### config.mk
export PLATFORM = sky130hd
export DESIGN_NAME = note_seq
export DESIGN_NICKNAME = d
export VERILOG_FILES = /design/src/rtl/note_seq_pkg.sv /design/src/rtl/note_tone.sv /design/src/rtl/note_seq.sv
export SDC_FILE = /design/constraint.sdc
export NUM_CORES = 1
export LEC_CHECK = 0
export ABC_AREA = 1
export BUFFER_PORTS_ARGS = -buffer_cell sky130_fd_sc_hd__buf_2
export CAP_MARGIN = 20
export CORE_ASPECT_RATIO = 0.5
export CORE_MARGIN = 1.5
export CORE_UTILIZATION = 60
export CTS_CLUSTER_DIAMETER = 40
export DETAILED_ROUTE_END_ITERATION = 7
export PLACE_DENSITY = 0.77
export SLEW_MARGIN = 20
export SYNTH_ARGS = -nofsm -noshare
export SYNTH_HDL_FRONTEND = slang
export SYNTH_SLANG_ARGS = --single-unit
### constraint.sdc
create_clock -name clk -period 2.6 [get_ports clk]
set_input_delay 0.39 -clock clk [delete_from_list [all_inputs] [get_ports clk]]
set_output_delay 0.39 -clock clk [all_outputs]
set_load 0.05 [all_outputs]
### src/rtl/note_seq_pkg.sv
// Shared types and constants for the melody sequencer: FSM states, 12 MHz note
// half-period divisors and duration tick constants.
package note_seq_pkg;

  typedef enum logic [1:0] {
    StIdle,
    StLoad,
    StPlay
  } state_e;

  // Half-period divisors in 12 MHz clock cycles (12e6 / (2 * f_note)), octave 4
  localparam int unsigned DO_4  = 22933;
  localparam int unsigned RE_4  = 20431;
  localparam int unsigned MI_4  = 18202;
  localparam int unsigned FA_4  = 17181;
  localparam int unsigned SOL_4 = 15306;
  localparam int unsigned LA_4  = 13636;
  localparam int unsigned SI_4  = 12148;

  localparam int unsigned T_10ms = 120000;  // clk cycles per 10 ms duration tick
  localparam int unsigned T_1s   = 100;     // ticks per second

endpackage

### src/rtl/note_tone.sv
// Square-wave tone generator: half-period counter latched on load, div==0 is a rest.
module note_tone #(
  parameter int unsigned DIV_W = 16
) (
  input  logic             clk,
  input  logic             rstn,
  input  logic             load,
  input  logic             en,
  input  logic [DIV_W-1:0] div,
  output logic             ch_out
);

  logic [DIV_W-1:0] r_div;
  logic [DIV_W-1:0] r_cnt;
  logic             r_out;

  always_ff @(posedge clk or negedge rstn) begin
    if (!rstn) begin
      r_div <= '0;
      r_cnt <= '0;
      r_out <= 1'b0;
    end else if (load) begin
      r_div <= div;
      r_cnt <= (div == '0) ? '0 : div - 1'b1;
      r_out <= 1'b0;
    end else if (!en) begin
      r_out <= 1'b0;
    end else if (r_div != '0) begin
      if (r_cnt == '0) begin
        r_out <= ~r_out;
        r_cnt <= r_div - 1'b1;
      end else begin
        r_cnt <= r_cnt - 1'b1;
      end
    end
  end

  assign ch_out = r_out;

endmodule

### src/rtl/note_seq.sv
// Programmable melody sequencer: note table, duration prescaler and playback FSM.
// Optional looping at table wrap is enabled by defining NOTE_SEQ_LOOP_EN.
module note_seq
  import note_seq_pkg::*;
#(
  parameter int unsigned NUM_NOTES = 8,
  parameter int unsigned DIV_W     = 16,
  parameter int unsigned DUR_W     = 8,
  parameter int unsigned TICK_DIV  = 120000
) (
  input  logic                         clk,
  input  logic                         rstn,
  input  logic                         start,
  input  logic                         stop,
  input  logic                         wr_en,
  input  logic [$clog2(NUM_NOTES)-1:0] wr_addr,
  input  logic [DIV_W-1:0]             wr_div,
  input  logic [DUR_W-1:0]             wr_dur,
`ifdef NOTE_SEQ_LOOP_EN
  input  logic                         loop,
`endif
  output logic                         ch_out,
  output logic                         busy,
  output logic                         done,
  output logic [$clog2(NUM_NOTES)-1:0] idx
);

  localparam int unsigned AW    = $clog2(NUM_NOTES);
  localparam int unsigned PRE_W = (TICK_DIV > 1) ? $clog2(TICK_DIV) : 1;
  localparam logic [AW-1:0]    LAST_IDX = AW'(NUM_NOTES - 1);
  localparam logic [PRE_W-1:0] PRE_TOP  = PRE_W'(TICK_DIV - 1);

  logic [DIV_W-1:0] r_tab_div [NUM_NOTES];
  logic [DUR_W-1:0] r_tab_dur [NUM_NOTES];

  state_e           r_state;
  logic [AW-1:0]    r_idx;
  logic [PRE_W-1:0] r_pre;
  logic [DUR_W-1:0] r_dur_cnt;
  logic             r_busy;
  logic             r_done;

  logic [DIV_W-1:0] w_rd_div;
  logic [DUR_W-1:0] w_rd_dur;
  logic             w_note_end;
  logic             w_loop;
  logic             w_tone_load;
  logic             w_tone_en;

`ifdef NOTE_SEQ_LOOP_EN
  assign w_loop = loop;
`else
  assign w_loop = 1'b0;
`endif

  assign w_rd_div    = r_tab_div[r_idx];
  assign w_rd_dur    = r_tab_dur[r_idx];
  assign w_note_end  = (r_state == StPlay) && (r_pre == '0) && (r_dur_cnt == DUR_W'(1));
  assign w_tone_load = (r_state == StLoad);
  // Tone output is forced low on the edge that leaves PLAY for any reason
  assign w_tone_en   = (r_state == StPlay) && !stop && !w_note_end;

  always_ff @(posedge clk or negedge rstn) begin
    if (!rstn) begin
      for (int i = 0; i < NUM_NOTES; i++) begin
        r_tab_div[i] <= '0;
        r_tab_dur[i] <= '0;
      end
    end else if (wr_en && (r_state == StIdle)) begin
      r_tab_div[wr_addr] <= wr_div;
      r_tab_dur[wr_addr] <= wr_dur;
    end
  end

  always_ff @(posedge clk or negedge rstn) begin
    if (!rstn) begin
      r_state   <= StIdle;
      r_idx     <= '0;
      r_pre     <= '0;
      r_dur_cnt <= '0;
      r_busy    <= 1'b0;
      r_done    <= 1'b0;
    end else begin
      r_done <= 1'b0;
      unique case (r_state)
        StIdle: begin
          if (start && !stop) begin
            r_idx   <= '0;
            r_busy  <= 1'b1;
            r_state <= StLoad;
          end
        end
        StLoad: begin
          if (stop) begin
            r_busy  <= 1'b0;
            r_state <= StIdle;
          end else if (w_rd_dur == '0) begin
            r_busy  <= 1'b0;
            r_done  <= 1'b1;
            r_state <= StIdle;
          end else begin
            r_pre     <= PRE_TOP;
            r_dur_cnt <= w_rd_dur;
            r_state   <= StPlay;
          end
        end
        StPlay: begin
          if (stop) begin
            r_busy  <= 1'b0;
            r_state <= StIdle;
          end else begin
            if (r_pre == '0) begin
              r_pre     <= PRE_TOP;
              r_dur_cnt <= r_dur_cnt - 1'b1;
            end else begin
              r_pre <= r_pre - 1'b1;
            end
            if (w_note_end) begin
              if (r_idx != LAST_IDX) begin
                r_idx   <= r_idx + 1'b1;
                r_state <= StLoad;
              end else if (w_loop) begin
                r_idx   <= '0;
                r_state <= StLoad;
              end else begin
                r_busy  <= 1'b0;
                r_done  <= 1'b1;
                r_state <= StIdle;
              end
            end
          end
        end
        default: begin
          r_busy  <= 1'b0;
          r_state <= StIdle;
        end
      endcase
    end
  end

  note_tone #(
    .DIV_W(DIV_W)
  ) u_tone (
    .clk    (clk),
    .rstn   (rstn),
    .load   (w_tone_load),
    .en     (w_tone_en),
    .div    (w_rd_div),
    .ch_out (ch_out)
  );

  assign busy = r_busy;
  assign done = r_done;
  assign idx  = r_idx;

endmodule

==> results of run 1 <==
[area by class of cell]
cell class                 instances  area [um2]
fill                            1876        6730
sequential                       257        6430
multi-input combinational       1337        6070
timing repair buffer              96         805
inverter                         189         712
clock buffer                      30         706
tap                              300         375
clock inverter                    14         186
[logic make-up (layout without fill, tap and decap cells)]
kind of cell	after synthesis	count (layout)
AO/OA/AOI/OAI	340	340
XOR/XNOR	18	18
AND/OR/NAND/NOR	964	965
multiplexers	2	2
buffers and inverters	283	329
adder cells (fa/ha/maj)	12	12
flip-flops	257	257
[where the power goes]
part,switching (mW),internal [mW],total [mW]
clock network,1.69,2.26,3.95
logic,5.34,2.92,8.26
registers,1.09,5.77,6.86
total,8.11,11.0,19.1
[worst register-to-register path: stages, from the launching register on]
cell and delay, ns:
dfrtp_1 0.41, nor2_1 0.13, nand2_1 0.07, nor2_2 0.21, nand2_1 0.20, nor2_1 0.13
nor2_1 0.10, ha_1 0.23, nand3_1 0.17, nor2_1 0.10, nand2_1 0.07, nand2_1 0.09
o21ai_0 0.29, a21oi_1 0.11
[routing by layer]
metal  track usage, %  up-vias
li1                 -     6024
met4             6.50        0
met2             49.4      481
met1             46.2     6030
met3             5.75       46
met5                0        -
[final timing paths]
| kind | startpoint | end | slack, ns | cells past startpoint |
|---|---|---|---|---|
| hold / removal | wr_dur[3] | r_tab_dur[51] | 0.20 | 3 |
| setup reg to reg | u_tone.r_cnt[3] | u_tone.r_cnt[8] | 0.15 | 13 |
| setup / recovery | u_tone.r_cnt[3] | u_tone.r_cnt[8] | 0.15 | 13 |
| min in group asynchronous | rstn | r_pre[4] | 0.38 | 2 |
| max in group asynchronous | rstn | r_tab_div[59] | 1.46 | 3 |
| hold reg to reg | r_pre[1] | r_pre[1] | 0.48 | 2 |
[cells in the mapped netlist, types with 3 or more instances]
master and count:
nor2_2 7, nor2_1 163, xnor2_1 5, o21ai_1 32, o211ai_1 7, a31oi_1 3
nand3b_1 3, dfrtp_1 257, inv_1 181, buf_1 3, o22ai_1 10, a21oi_1 10
nand2_2 6, nand3_1 132, buf_2 18, clkbuf_1 53, xor2_1 13, inv_2 8
nand4_1 9, ha_1 12, buf_4 4, o21a_1 3, o21ai_0 267, nor2_4 3
nand2_1 617, buf_6 15, nor3_1 12, nor4_1 5
[flip-flops by register name, summed over array words and instances, names as in the netlist]
signal	flops
u_tone.ch_out	1
r_dur_cnt	8
r_state	2
done	1
r_tab_dur	64
busy	1
r_pre	17
r_tab_div	128
idx	3
u_tone.r_cnt	16
u_tone.r_div	16
[what timing repair did]
item / in CTS / in global routing
resized for setup: 0 / 16
buffers inserted: 0 / 2
hold buffers: 1 / 0
setup endpoints to repair: 0 / 29
hold endpoints to repair: 63 / 0
==> out/qor.txt, run 1 <==
cell area after synthesis: 13700 um2
Startpoint Class: flip-flop
DR WL/cell: 16.4 um
HP Class: in2reg
placed cell area: 14300 um2
top_reg_cell synth: dfrtp_1
Fin Hold WS: 0.201 ns
WL final: 36.6 mm
vias in the first global route: 11.6k
Ys Warns: 0
Cell Chain, Critical Path: nor2_1 -> nand2_1 -> nor2_2 -> nand2_1 -> nor2_1 -> nor2_1 -> ha_1 -> nand3_1 -> nor2_1 -> nand2_1 -> nand2_1 -> o21ai_0 -> a21oi_1
# IOs: 38
clock buffer depth: 3
max-slew violation count: 0
synthesized area per cell: 7.29 um2
area grow syn2layout: 11.8%
GRT overflow: 0
final non-filler cell total: 2223
Final Skew: 0.0153 ns
Top delay family on crit path: simple AND/OR/NAND/NOR gates
max_cap viols: 0
estimated wirelength of the detail-placed design: 23.2 mm
DR vias: 12.6k
largest family of logic cells by synthesized area: simple AND/OR/NAND/NOR gates
Avg Vias per Cell: 5.66
Core Rows: 38
largest net degree at the start of global routing: 71
DRT Pass-1 Iters: 7
Final Util: 69.4%
worst path arrival time: 2.87 ns
CP Capture Type: flip-flop
latest clock arrival within the worst-skew pair: 0.56 ns
Syn Inst Count: 1876
simple-gate share of the synthesized area: 28.7%
Die X: 217 um
Yosys top cell by area: dfrtp_1
min Tclk post-route: 2.45 ns
Worst slew margin: 61.2%
DRC errors left: 0
Synth cell types: 42
Max stage delay cell, worst path: dfrtp_1
Setup CP Type: reg2reg
diode count: 0
Worst Path Buf+Inv: 0
die area: 23800 um2
initial antenna violation count: 0
met3 wire len: 3.15 mm
Post-Layout Inst Area: 15300 um2
Final Worst Setup Slack: 0.147 ns
Synth Register Bits: 257
Root Buffer: clkbuf_16
fin crit share: 94.3%
most frequent cells in the layout: 613 x nand2_1, 265 x o21ai_0, 255 x dfrtp_1
Nets: 1951
Peak VDD IR: 696 uV
Adder-Cell Fraction of Synth Area: 1.10%
Async SR Flop Fraction: 100%
Max Freq: 0.408 GHz
Port Buf Inserts: 37
Hold Violations, Final: 0
setup violators final: 0
CTS sink cnt: 257
first-pass GRT wire length: 59.6 mm
Synth Area in XOR/XNOR: 1.15%
delay of the slowest critical-path stage: 0.41 ns
M1 wire length: 17.0 mm
H-tree depth: 1
CTS tree: done
post-synthesis mux area share: 0.146%
Least-Margin Pin Slew: 0.581 ns
pwr/cell area: 1250 nW/um2
RSZ-0062 raised after global routing: true
Leakage: 7.84 nW
compound-cell area share of the yosys netlist: 12.9%
DP Worst Slack: 0.111 ns
syn nets: 1920
share of post-route cells with drive strength above 1: 9.41%
Antenna Violating Nets Remaining: 0
Final GP Congestion: 0.939
post-synth top area share: 47.0%
Iter 0 DRT Violations: 1383
setup TNS: 0 ns
Inserted Clock Buffers: 26
Die Ht: 110 um
WL met2: 15.9 mm
CP max FO: 6
core area: 22000 um2
DP Cell Count: 2173
status: completed
post-synthesis sequential area ratio: 47.0%
DR top layer: met4
clock-pin slew on the worst setup and hold paths: 0.07 ns
Total Power: 19.1 mW
top post-synthesis cells by area: dfrtp_1 47%, nand2_1 17%, o21ai_0 9.8%
most common cell after layout, fill and taps aside: nand2_1
CP Data Required Time: 3.02 ns
Total GRT Usage: 31.5%
Post-synth EDFFs: 0
Starting Density: 62.1%
(Power assumes the default switching activity.)
==> run 2: changes to the inputs <==
- MAX_ROUTING_LAYER: unset -> met4
- RECOVER_POWER: unset -> 100
==> run 2 against run 1 <==
- the run now ends with max-capacitance violations, max-slew violations left
- utilization up 0.11 points
- largest power group unchanged
- first-iteration DRC count is 3.6% lower
- critical path depth rose by 3
- count of clock-buffer cells in the layout grew 3
- maximum frequency down 0.16%
==> out/qor.txt, run 2 (synthesized netlist as in run 1, its figures left out) <==
status: finished, violations left
failing checks: max-capacitance violations, max-slew violations
DRC errors left: 0
# IOs: 38
Setup CP Type: reg2reg
Max Freq: 0.407 GHz
Iter 0 DRT Violations: 1333
Peak VDD IR: 704 uV
Worst slew margin: -10.4%
latest clock arrival within the worst-skew pair: 0.57 ns
Antenna Violating Nets Remaining: 0
Fin Hold WS: 0.182 ns
Fillers: 1797
min Tclk post-route: 2.46 ns
pwr/cell area: 1260 nW/um2
Clk pwr share: 22.0%
Multi-input gate area: 6060 um2
GRT overflow: 0
Inserted Clock Buffers: 27
max-slew violation count: 61
Leakage: 7.86 nW
DR vias: 12.4k
initial antenna violation count: 1
clock buffer depth: 3
share of post-route cells with drive strength above 1: 9.49%
Biggest register: r_tab_div
CP Data Required Time: 3.04 ns
most frequent cells in the layout: 615 x nand2_1, 267 x o21ai_0, 255 x dfrtp_1
combinational power share: 42.4%
share of power burned in registers: 35.6%
largest net degree at the start of global routing: 65
fin crit share: 94.5%
CTS tree: done
clock-pin slew on the worst setup and hold paths: 0.07 ns
Die Ht: 110 um
CP Capture Type: flip-flop
DR WL/cell: 16.3 um
Nets: 1952
estimated wirelength of the detail-placed design: 23.7 mm
Final Util: 69.6%
area grow syn2layout: 12.0%
die area: 23800 um2
Hold Violations, Final: 0
Switching Power: 8.12 mW
Final Skew: 0.0253 ns
HP Class: in2reg
Least-Margin Pin Slew: 1.66 ns
CTS sink cnt: 257
sw frac: 42.2%
worst path arrival time: 2.90 ns
Core Rows: 38
Total GRT Usage: 32.9%
Root Buffer: clkbuf_16
Port Buf Inserts: 37
Avg Vias per Cell: 5.56
Die X: 217 um
DRT Pass-1 Iters: 5
max_cap viols: 1
WL final: 36.4 mm
Starting Density: 62.1%
most common cell after layout, fill and taps aside: nand2_1
first-pass GRT wire length: 59.8 mm
core area: 22000 um2
CP max FO: 38
Regs by FF count: r_tab_div: 128 flops, r_tab_dur: 64 flops, r_pre: 17 flops
Largest register FFs: 128
Int Pwr: 11.1 mW
H-tree depth: 1
setup violators final: 0
Startpoint Class: flip-flop
Final GP Congestion: 0.891
vias in the first global route: 11.5k
Storage cell area: 6430 um2
run 2: worst paths after layout:
path	from	end	slack, ns	cells past startpoint
max	idx[0]	u_tone.r_cnt[14]	0.14	16
min	wr_div[12]	r_tab_div[28]	0.18	3
max reg2reg	idx[0]	u_tone.r_cnt[14]	0.14	16
min reg2reg	r_tab_dur[49]	r_tab_dur[49]	0.48	2
max in group asynchronous	rstn	idx[0]	0.36	3
min in group asynchronous	rstn	r_pre[14]	0.78	2
run 2: final cells by class:
| class | count | area share (%) |
|---|---|---|
| Sequential cell | 257 | 42.0 |
| Multi-Input combinational cell | 1336 | 39.6 |
| Clock buffer | 33 | 4.89 |
| Timing Repair Buffer | 97 | 4.87 |
| Inverter | 189 | 4.66 |
| Tap cell | 300 | 2.45 |
| Clock inverter | 17 | 1.51 |
| Antenna cell | 2 | 0.0327 |
run 2: metal layers:
metal | global-route usage [%] | part of all wire (%) | up-vias
met1 | 46.4 | 47 | 5864
met4 | 7.09 | 1.3 | 0
met2 | 49.4 | 43 | 473
met3 | 6.69 | 9.0 | 47
met5 | - | 0 | -
li1 | - | - | 6022
run 2: power by group through the flow:
stage | sequential, mW | combinational [mW] | clock, mW
after floorplan | 6.63 | 5.84 | 0
after global placement | 6.81 | 7.64 | 0
after detailed placement | 6.87 | 7.88 | 0
after CTS | 6.83 | 7.93 | 4.29
after global routing | 7.06 | 9.37 | 4.45
final | 6.86 | 8.16 | 4.24
run 2: critical path, stage by stage (launching register included):
cell	delay [ns]
dfrtp_2	0.46
inv_2	0.13
buf_12	0.22
nand2_1	0.08
nand3_1	0.08
nand3_1	0.08
nand2_1	0.20
ha_1	0.23
nand3_1	0.21
nor2_4	0.20
nand3_1	0.08
nand2_1	0.06
nand2_1	0.06
nand2_1	0.05
nand2_1	0.05
nand2_1	0.05
nand2_1	0.05
run 2: stage by stage:
step	setup WS, ns	total power [mW]	TNS, ns	area (um2)	std cells
floorplan	0.0593	12.5	0	13700	1876
global placement	0.123	14.4	0	14300	2173
detailed placement	0.0296	14.8	0	14300	2173
CTS	0.0406	19.0	0	15200	2224
global route	-0.0354	20.9	-0.130	15300	2231
finish	0.143	19.3	0	15300	2231
run 2: timing repair:
item / in CTS / in global routing
hold buffers: 1 / 0
endpoints found under the setup margin: 1 / 39
gates resized for setup: 1 / 17
setup buffers: 0 / 5
endpoints found under the hold margin: 57 / 0
